==> src/rtl/tdm_pkg.sv <==
// ============================================================================
// Module : tdm_pkg
// Brief  : Shared constants for the TDM transmitter / receiver pair.
// Rev    : 1.0
// ============================================================================
`default_nettype none

package tdm_pkg;

  localparam int DEF_WIDTH = 8;
  localparam int DEF_NCH   = 4;

  localparam logic [0:0] ST_HUNT   = 1'b0;
  localparam logic [0:0] ST_LOCKED = 1'b1;

  // Bit order on the wire within a slot; the transmitter serialises the same way.
  localparam bit SLOT_MSB_FIRST = 1'b1;

endpackage

`default_nettype wire

==> src/rtl/tdm_deser.sv <==
// ============================================================================
// Module : tdm_deser
// Brief  : Slot shift register plus bit counter for the TDM receiver.
// Rev    : 1.0
// ============================================================================
`default_nettype none

module tdm_deser
  import tdm_pkg::*;
#(
  parameter int WIDTH = DEF_WIDTH,
  parameter int BW    = (WIDTH > 1) ? $clog2(WIDTH) : 1
) (
  input  logic             clk,
  input  logic             rst,
  input  logic             din,
  input  logic             shift,
  input  logic             start,
  input  logic             clear,
  output logic [WIDTH-1:0] word,
  output logic             word_done,
  output logic [BW-1:0]    bit_cnt
);

  localparam logic [BW-1:0] c_LAST_BIT = BW'(WIDTH - 1);

  logic [WIDTH-1:0] r_sreg;
  logic [BW-1:0]    r_cnt;
  logic [WIDTH-1:0] w_next;
  logic [WIDTH-1:0] w_first;

  // w_first loads a fresh slot with din as its first wire bit, discarding old contents.
  generate
    if (SLOT_MSB_FIRST) begin : g_msb_first
      assign w_next  = {r_sreg[WIDTH-2:0], din};
      assign w_first = {{(WIDTH-1){1'b0}}, din};
    end else begin : g_lsb_first
      assign w_next  = {din, r_sreg[WIDTH-1:1]};
      assign w_first = {din, {(WIDTH-1){1'b0}}};
    end
  endgenerate

  always_ff @(posedge clk) begin
    if (rst || clear) begin
      r_sreg <= '0;
      r_cnt  <= '0;
    end else if (start) begin
      r_sreg <= w_first;
      r_cnt  <= BW'(1);
    end else if (shift) begin
      r_sreg <= w_next;
      r_cnt  <= (r_cnt == c_LAST_BIT) ? '0 : r_cnt + 1'b1;
    end
  end

  assign word      = w_next;
  assign word_done = shift && (r_cnt == c_LAST_BIT);
  assign bit_cnt   = r_cnt;

endmodule

`default_nettype wire

==> src/rtl/tdm_demux_4ch.sv <==
// ============================================================================
// Module : tdm_demux_4ch
// Brief  : Serial TDM receiver: frame lock FSM, slot counter, channel registers.
// Rev    : 1.0
// ============================================================================
`default_nettype none

module tdm_demux_4ch
  import tdm_pkg::*;
#(
  parameter int WIDTH = DEF_WIDTH,
  parameter int NCH   = DEF_NCH
) (
  input  logic                 clk,
  input  logic                 rst,
  input  logic                 din,
  input  logic                 din_valid,
  input  logic                 frame_sync,
  output logic [NCH*WIDTH-1:0] ch_data,
  output logic [NCH-1:0]       ch_valid,
  output logic                 frame_done,
  output logic                 locked,
  output logic                 sync_err
);

  localparam int BW = (WIDTH > 1) ? $clog2(WIDTH) : 1;
  localparam int CW = (NCH > 1) ? $clog2(NCH) : 1;
  localparam logic [CW-1:0] c_LAST_SLOT = CW'(NCH - 1);

  logic [0:0]           r_state;
  logic [CW-1:0]        r_slot;
  logic [NCH*WIDTH-1:0] r_ch_data;
  logic [NCH-1:0]       r_ch_valid;
  logic                 r_frame_done;
  logic                 r_sync_err;

  logic [0:0]           w_next_state;
  logic                 w_shift;
  logic                 w_start;
  logic                 w_clear;
  logic                 w_err;
  logic                 w_at_start;
  logic [WIDTH-1:0]     w_word;
  logic                 w_word_done;
  logic [BW-1:0]        w_bit_cnt;

  tdm_deser #(
    .WIDTH (WIDTH),
    .BW    (BW)
  ) u_deser (
    .clk       (clk),
    .rst       (rst),
    .din       (din),
    .shift     (w_shift),
    .start     (w_start),
    .clear     (w_clear),
    .word      (w_word),
    .word_done (w_word_done),
    .bit_cnt   (w_bit_cnt)
  );

  assign w_at_start = (r_slot == '0) && (w_bit_cnt == '0);

  // A sync anywhere but the frame start re-aligns; a missing sync at frame start drops lock.
  always_comb begin
    w_next_state = r_state;
    w_shift      = 1'b0;
    w_start      = 1'b0;
    w_clear      = 1'b0;
    w_err        = 1'b0;
    if (din_valid) begin
      if (r_state == ST_HUNT) begin
        if (frame_sync) begin
          w_start      = 1'b1;
          w_next_state = ST_LOCKED;
        end
      end else if (frame_sync && !w_at_start) begin
        w_start = 1'b1;
        w_err   = 1'b1;
      end else if (!frame_sync && w_at_start) begin
        w_clear      = 1'b1;
        w_err        = 1'b1;
        w_next_state = ST_HUNT;
      end else begin
        w_shift = 1'b1;
      end
    end
  end

  always_ff @(posedge clk) begin
    if (rst) begin
      r_state      <= ST_HUNT;
      r_slot       <= '0;
      r_ch_data    <= '0;
      r_ch_valid   <= '0;
      r_frame_done <= 1'b0;
      r_sync_err   <= 1'b0;
    end else begin
      r_state      <= w_next_state;
      r_sync_err   <= w_err;
      r_ch_valid   <= '0;
      r_frame_done <= 1'b0;
      if (w_start) begin
        r_slot <= '0;
      end else if (w_word_done) begin
        r_ch_data[r_slot*WIDTH +: WIDTH] <= w_word;
        r_ch_valid[r_slot]               <= 1'b1;
        r_frame_done                     <= (r_slot == c_LAST_SLOT);
        r_slot <= (r_slot == c_LAST_SLOT) ? '0 : r_slot + 1'b1;
      end
    end
  end

  assign ch_data    = r_ch_data;
  assign ch_valid   = r_ch_valid;
  assign frame_done = r_frame_done;
  assign sync_err   = r_sync_err;
  assign locked     = (r_state == ST_LOCKED);

endmodule

`default_nettype wire

==> config.mk <==
export PLATFORM = sky130hd
export DESIGN_NAME = tdm_demux_4ch
export DESIGN_NICKNAME = d
export VERILOG_FILES = /design/src/rtl/tdm_pkg.sv /design/src/rtl/tdm_deser.sv /design/src/rtl/tdm_demux_4ch.sv
export SDC_FILE = /design/constraint.sdc
export NUM_CORES = 1
export LEC_CHECK = 0
export ABC_AREA = 0
export BUFFER_PORTS_ARGS = -buffer_cell sky130_fd_sc_hd__buf_2
export CAP_MARGIN = 20
export CORE_ASPECT_RATIO = 2
export CORE_UTILIZATION = 51
export CTS_BUF_LIST = sky130_fd_sc_hd__clkbuf_8
export DETAILED_ROUTE_END_ITERATION = 6
export PLACE_DENSITY = 0.77
export SETUP_SLACK_MARGIN = 0.15
export SYNTH_ARGS = -nofsm -noshare
export SYNTH_HDL_FRONTEND = slang
export SYNTH_SLANG_ARGS = --single-unit
==> constraint.sdc <==
create_clock -name clk -period 2.34 [get_ports clk]
set_input_delay 0.234 -clock clk [delete_from_list [all_inputs] [get_ports clk]]
set_output_delay 0.234 -clock clk [all_outputs]
set_load 0.01 [all_outputs]
==> After elaboration in Yosys (flattened, before gate mapping) <==
Index checks and enable logic that the tools add are counted.
{ "classes": {"n_shift": 2, "eq_ne": 2, "add_sub_neg": 3, "order_cmp": 2, "reduce_logical": 16, "n_bitwise": 4, "mux": 24} }
{ "op_table": {"columns": ["cell", "n"], "rows": [
  ["$neg A5 Y34", 1],
  ["$shift A8 B34 Y32 const A", 1],
  ["$shiftx A8 B34 Y32", 1],
  ["$bwmux W32", 1],
  ["$mux W1", 20],
  ["$reduce_or A3 Y1", 2],
  ["$logic_and A1 B1 Y1", 5],
  ["$not A1 Y1", 4],
  ["$reduce_or A2 Y1", 2],
  ["$add A3 B1 Y3 const B", 1],
  ["$eq A3 B3 Y1 const B", 1],
  ["$logic_not A3 Y1", 1],
  ["$lt A2 B3 Y1 const B", 1],
  ["$mux W3", 1],
  ["$add A2 B1 Y2 const B", 1],
  ["$demux W1 S2", 1],
  ["$eq A2 B2 Y1 const B", 1],
  ["$ge A2 B1 Y1 const B", 1],
  ["$logic_not A1 Y1", 2],
  ["$logic_not A2 Y1", 1],
  ["$mux W2", 1],
  ["$reduce_and A2 Y1", 1],
  ["$reduce_bool A2 Y1", 1],
  ["$logic_or A1 B1 Y1", 1]
]} }
{ "word_totals": {"inputBits": 5, "regBits": 51, "output_inout_bits": 39, "elab_cells": 63} }

==> Longest topological paths before layout <==
{ "depth": {"word_depth": 10, "ltp_mapped": 11, "depth_no_buf": 9} }

==> Hierarchy <==
From an unflattened synthesis, not the netlist that was laid out.
{ "unflattened": {"hier_cells": 239, "area_unflattened_um2": 2382.3} }
{ "modules_own_cells": {"columns": ["mod", "instances", "seq_area_each_um2", "cells_each", "area_per_inst_um2"], "rows": [
  ["tdm_demux_4ch", 1, 800.8, 198, 1950.6],
  ["tdm_deser", 1, 200.2, 41, 431.7]
]} }

==> Least setup slack after synthesis <==
No wires, ideal clock.
{ "synth_path": {"path_kind": "reg-to-reg", "from": "register r_slot[0]", "to": "register u_deser.r_sreg[0]", "setup_slack_ps": 109, "setup_ps": 66, "required_ps": 2274, "arrival_ps": 2165, "synth_period_minus_slack_ps": 2231, "path_stages_with_launch": 11, "path_buffers": 1, "cell_sequence": "dfxtp_1 -> inv_1 -> ha_1 -> nand2_1 -> or2_2 -> inv_1 -> ha_1 -> and3_2 -> buf_4 -> a211o_1 -> a21oi_2"} }
{ "synth_via": {"elab_chain_len": 8, "elab_cells_between_ends": 19, "cone_classes": "mux: 12; reduce/logical: 7"} }
{ "synth_rtl": {"columns": ["item", "line", "source"], "rows": [
  ["start, declared", "tdm_demux_4ch.sv:31", "logic [CW-1:0] r_slot;"],
  ["start signal, assigned", "tdm_demux_4ch.sv:109", "r_slot <= (r_slot == c_LAST_SLOT) ? '0 : r_slot + 1'b1;"],
  ["$logic_not A2 Y1 (*)", "tdm_demux_4ch.sv:62", "assign w_at_start = (r_slot == '0) && (w_bit_cnt == '0);"],
  ["$logic_and A1 B1 Y1 (*)", "tdm_demux_4ch.sv:62", null],
  ["$logic_and A1 B1 Y1 / $logic_not A1 Y1 (equally long branches)", "tdm_demux_4ch.sv:80, tdm_demux_4ch.sv:77", null],
  ["$mux W1 / $logic_and A1 B1 Y1 (equally long branches)", "tdm_demux_4ch.sv:80, tdm_demux_4ch.sv:77", null],
  ["$mux W1", "tdm_demux_4ch.sv:77", "end else if (frame_sync && !w_at_start) begin"],
  ["$mux W1", "tdm_demux_4ch.sv:72", "if (r_state == ST_HUNT) begin"],
  ["$mux W1", "tdm_demux_4ch.sv:71", "if (din_valid) begin"],
  ["$reduce_bool A2 Y1 (no line) (tied with other cells)", null, null],
  ["end signal, assigned", "tdm_deser.sv:48", "r_sreg <= w_first;"],
  ["end signal, assigned", "tdm_deser.sv:51", "r_sreg <= w_next;"],
  ["end, declared", "tdm_deser.sv:27", "logic [WIDTH-1:0] r_sreg;"]
]} }
Every way passes the cells marked *; elsewhere a longest branch is shown, timed or not.
A chain may end at the register's enable or synchronous reset.

==> Final worst setup path <==
{ "layout_path": {"from": "register r_slot[1]", "to": "register r_ch_data[3] (netlist: ch_data[3])"} }
{ "layout_via": {"elab_chain_len": 9, "elab_cells_between_ends": 19, "cone_classes": "add/sub: 1; shift: 2; mux: 8; bitwise: 1; reduce/logical: 7"} }
{ "layout_rtl": {"columns": ["item", "line", "source"], "rows": [
  ["branches (longest 9 deep; another with $neg A5 Y34)", null, null],
  ["end signal, assigned by index", "tdm_demux_4ch.sv:106", "r_ch_data[r_slot*WIDTH +: WIDTH] <= w_word;"],
  ["end, declared", "tdm_demux_4ch.sv:32", "logic [NCH*WIDTH-1:0] r_ch_data;"]
]} }
Parallel ways; which one is timed is not known.

==> results.ini <==
[outcome]
status = finished, final reports clean

[sta]
hold_viol = 0
timing.setup.tns_ns = 0
min_period_ns = 2.016
worst_pin_slew_ns = 0.5221
rsz0062_at_grt = no
relSlewSlack = 0.6506
max_freq_mhz = 495.9
final_max_slew_viol_count = 0
setup_viol = 0
holdWs_ns = 0.2360
fin_crit_sh = 0.8617
fin_skew_ns = 0.003268

[clock_tree]
cts_sinks = 50
clock_latency_ns = 0.30
root_buffer = clkbuf_8
clk_path_buf_depth = 2
cts_tree = done
cts_made_buffers = 5
cts_max_level = 2
cts_hold_buf = 0
clk_pin_slew_ns = 0.09

[worst_hold_path]
whs_path_depth = 3
min_to = locked$_SDFFE_PP0P_
min-delay-start = frame_sync
hold_path.class = input pin to register

[power]
cellLeakagePower_nw = 1.082
ir_drop_uv = 396.8
power.total_w = 0.001561
powerDensity_nw_per_um2 = 574.6

[synth]
ys_types = 35
synth_largest_area_cell = dfxtp_1
yosysSeqAreaShare = 0.4398
syn-instance-count = 256
async_reset_ff_frac = 0
avgSynthCellArea_um2 = 8.890
synth-edff-count = 0
synth_nets = 273
synth_common_cells = 50 x dfxtp_1, 42 x a21oi_1, 33 x o21ai_0
ys_warn_count = 0
synthFlopType = dfxtp_1
yosysMostFrequentCell = dfxtp_1
netlist_top_cells_area = dfxtp_1 44%, a21oi_1 9.2%, nand4_1 8.8%
syn_area_um2 = 2276
ys_seq_elements = 50
synth_top_area_frac = 0.4398

[setup_path]
cp-end-kind = register
regToRegEndpoint = ch_data[3]$_SDFFE_PP0P_
path_class = register to register
crit_fanout = 27
r2r_cells = 10
r2r_slack_ns = 0.32
start_kind = register
arrival_ns = 2.25
critPathRequiredTime_ns = 2.57
timing.rr.start = r_slot[1]$_SDFFE_PP0N_

[cells_and_area]
layout.cells.non_filler = 354
diodes = 0
fin_area_um2 = 2716
nets = 316
area_growth_pct = 19.35
drive_above_1_share = 0.2867
n_fill_cell = 392

[drt]
drtIter0Drc = 64
dr.pass1.iters = 4
ant_nets = 0
dr_total_vias = 2039
viasPerCell = 5.760
routed_wl_mm = 5.399
drt-wirelength-per-cell_um = 15.25
drc_errors = 0

[run]
drv_cap = 0

[placed_design]
dpl.hpwl_mm = 3.869
place_congestion = 0.8528
dpl.cell_count = 337
dpl_cell_area_um2 = 2495
portBuffers = 43

[floorplanning]
core_um2 = 4297
die_w_um = 49.24
io_pins = 44
initial_utilization = 0.5297
die-area_um2 = 4750
die_y_um = 96.47
rows = 34

[global_route]
grt_pass1_vias = 1791
grt_pass1_wl_mm = 8.445
antenna_found_initial = 0
grt_overflow = 0
grt_max_degree = 28
grt_usage = 0.2331

[cell families (layout without fill, tap and decap cells)]
family	count (synthesis)	in the layout	synth area share
compound gates	82	82	0.1919
fa+ha+maj	12	12	0.06597
mux	2	2	0.01099
simple gates	80	80	0.2177
buf+inv	30	74	0.07367
flops	50	50	0.4398
[flip-flops by register name (all words and copies together) (netlist names)]
name and flops:
ch_data 32, u_deser.r_sreg 7, ch_valid 4, u_deser.bit_cnt 3
r_slot 2, locked 1, sync_err 1
[per-stage QoR]
stage	util	setup WS, ns
after detailed placement	0.5807	0.1060
after CTS	0.6124	0.1625
after global placement	0.5807	0.2031
final	0.6322	0.3236
after floorplan	-	0.1660
after global routing	0.6322	0.1700
[worst max-delay path by stage]
stage / end / from / cells past startpoint / slack (ns)
2_1_floorplan: u_deser.r_sreg[0]$_SDFFE_PP0P_ / r_slot[0]$_SDFFE_PP0N_ / 10 / 0.17
3_3_place_gp: ch_data[3]$_SDFFE_PP0P_ / r_slot[1]$_SDFFE_PP0N_ / 10 / 0.20
3_5_place_dp: ch_data[3]$_SDFFE_PP0P_ / r_slot[0]$_SDFFE_PP0N_ / 10 / 0.11
4_1_cts: ch_data[3]$_SDFFE_PP0P_ / r_slot[1]$_SDFFE_PP0N_ / 10 / 0.16
5_1_grt: ch_data[3]$_SDFFE_PP0P_ / r_slot[1]$_SDFFE_PP0N_ / 10 / 0.17
6_report: ch_data[3]$_SDFFE_PP0P_ / r_slot[1]$_SDFFE_PP0N_ / 10 / 0.32
[placed cells by master (no fill, tap or decap), types with 2 or more instances in the layout]
master,count
o21ai_0,20
nand3b_1,4
ha_1,9
nor2_1,2
inv_2,2
a21oi_2,2
dfxtp_1,50
buf_4,13
clkbuf_8,5
and2_1,3
ha_4,2
nand4_1,32
nand2_1,19
or3_1,2
buf_2,43
nor3_1,3
a21oi_1,41
nor3b_2,2
o21ai_1,12
inv_1,6
and3b_1,4
nor3b_1,2
[worst max-delay path, cell delays in order, from the launching register on]
cell and delay (ns):
dfxtp_1 0.33, inv_2 0.09, ha_4 0.17, nand2_1 0.05, or2_2 0.29, inv_1 0.10, ha_4 0.17, and3_4 0.26
buf_12 0.18, nand4_1 0.12, a21oi_1 0.19
[what timing repair did]
item,CTS,global route
setup endpoints to repair,25,45
pin swaps,0,1
buffers inserted,3,6
endpoints found under the hold margin,0,0
gates cloned,0,0
resized for setup,1,25
[per-layer routing]
layer | part of all wire | up-vias | routed length [um] | track usage
li1 | - | 1009 | - | -
met1 | 0.38 | 940 | 2043 | 0.2427
met2 | 0.53 | 71 | 2883 | 0.4269
met3 | 0.047 | 19 | 253 | 0.04225
met4 | 0.041 | 0 | 219 | 0.1397
met5 | 0 | - | 0 | 0
[where the power goes]
group / total [W] / internal (W) / switching (W)
logic: 0.000100 / 0.0000406 / 0.0000596
registers: 0.000863 / 0.000855 / 0.00000819
clock network: 0.000598 / 0.000315 / 0.000283
[layout make-up]
class | instances | area [um2] | share of cell area
Timing Repair Buffer | 59 | 359.1 | 0.1322
Sequential cell | 50 | 1001 | 0.3685
Multi-Input combinational cell | 176 | 1152 | 0.4242
Inverter | 7 | 26.28 | 0.009673
Clock buffer | 5 | 68.82 | 0.02533
Tap cell | 54 | 67.56 | 0.02487
Clock inverter | 3 | 41.29 | 0.01520
No activity file was read; power rests on OpenSTA's default activity.
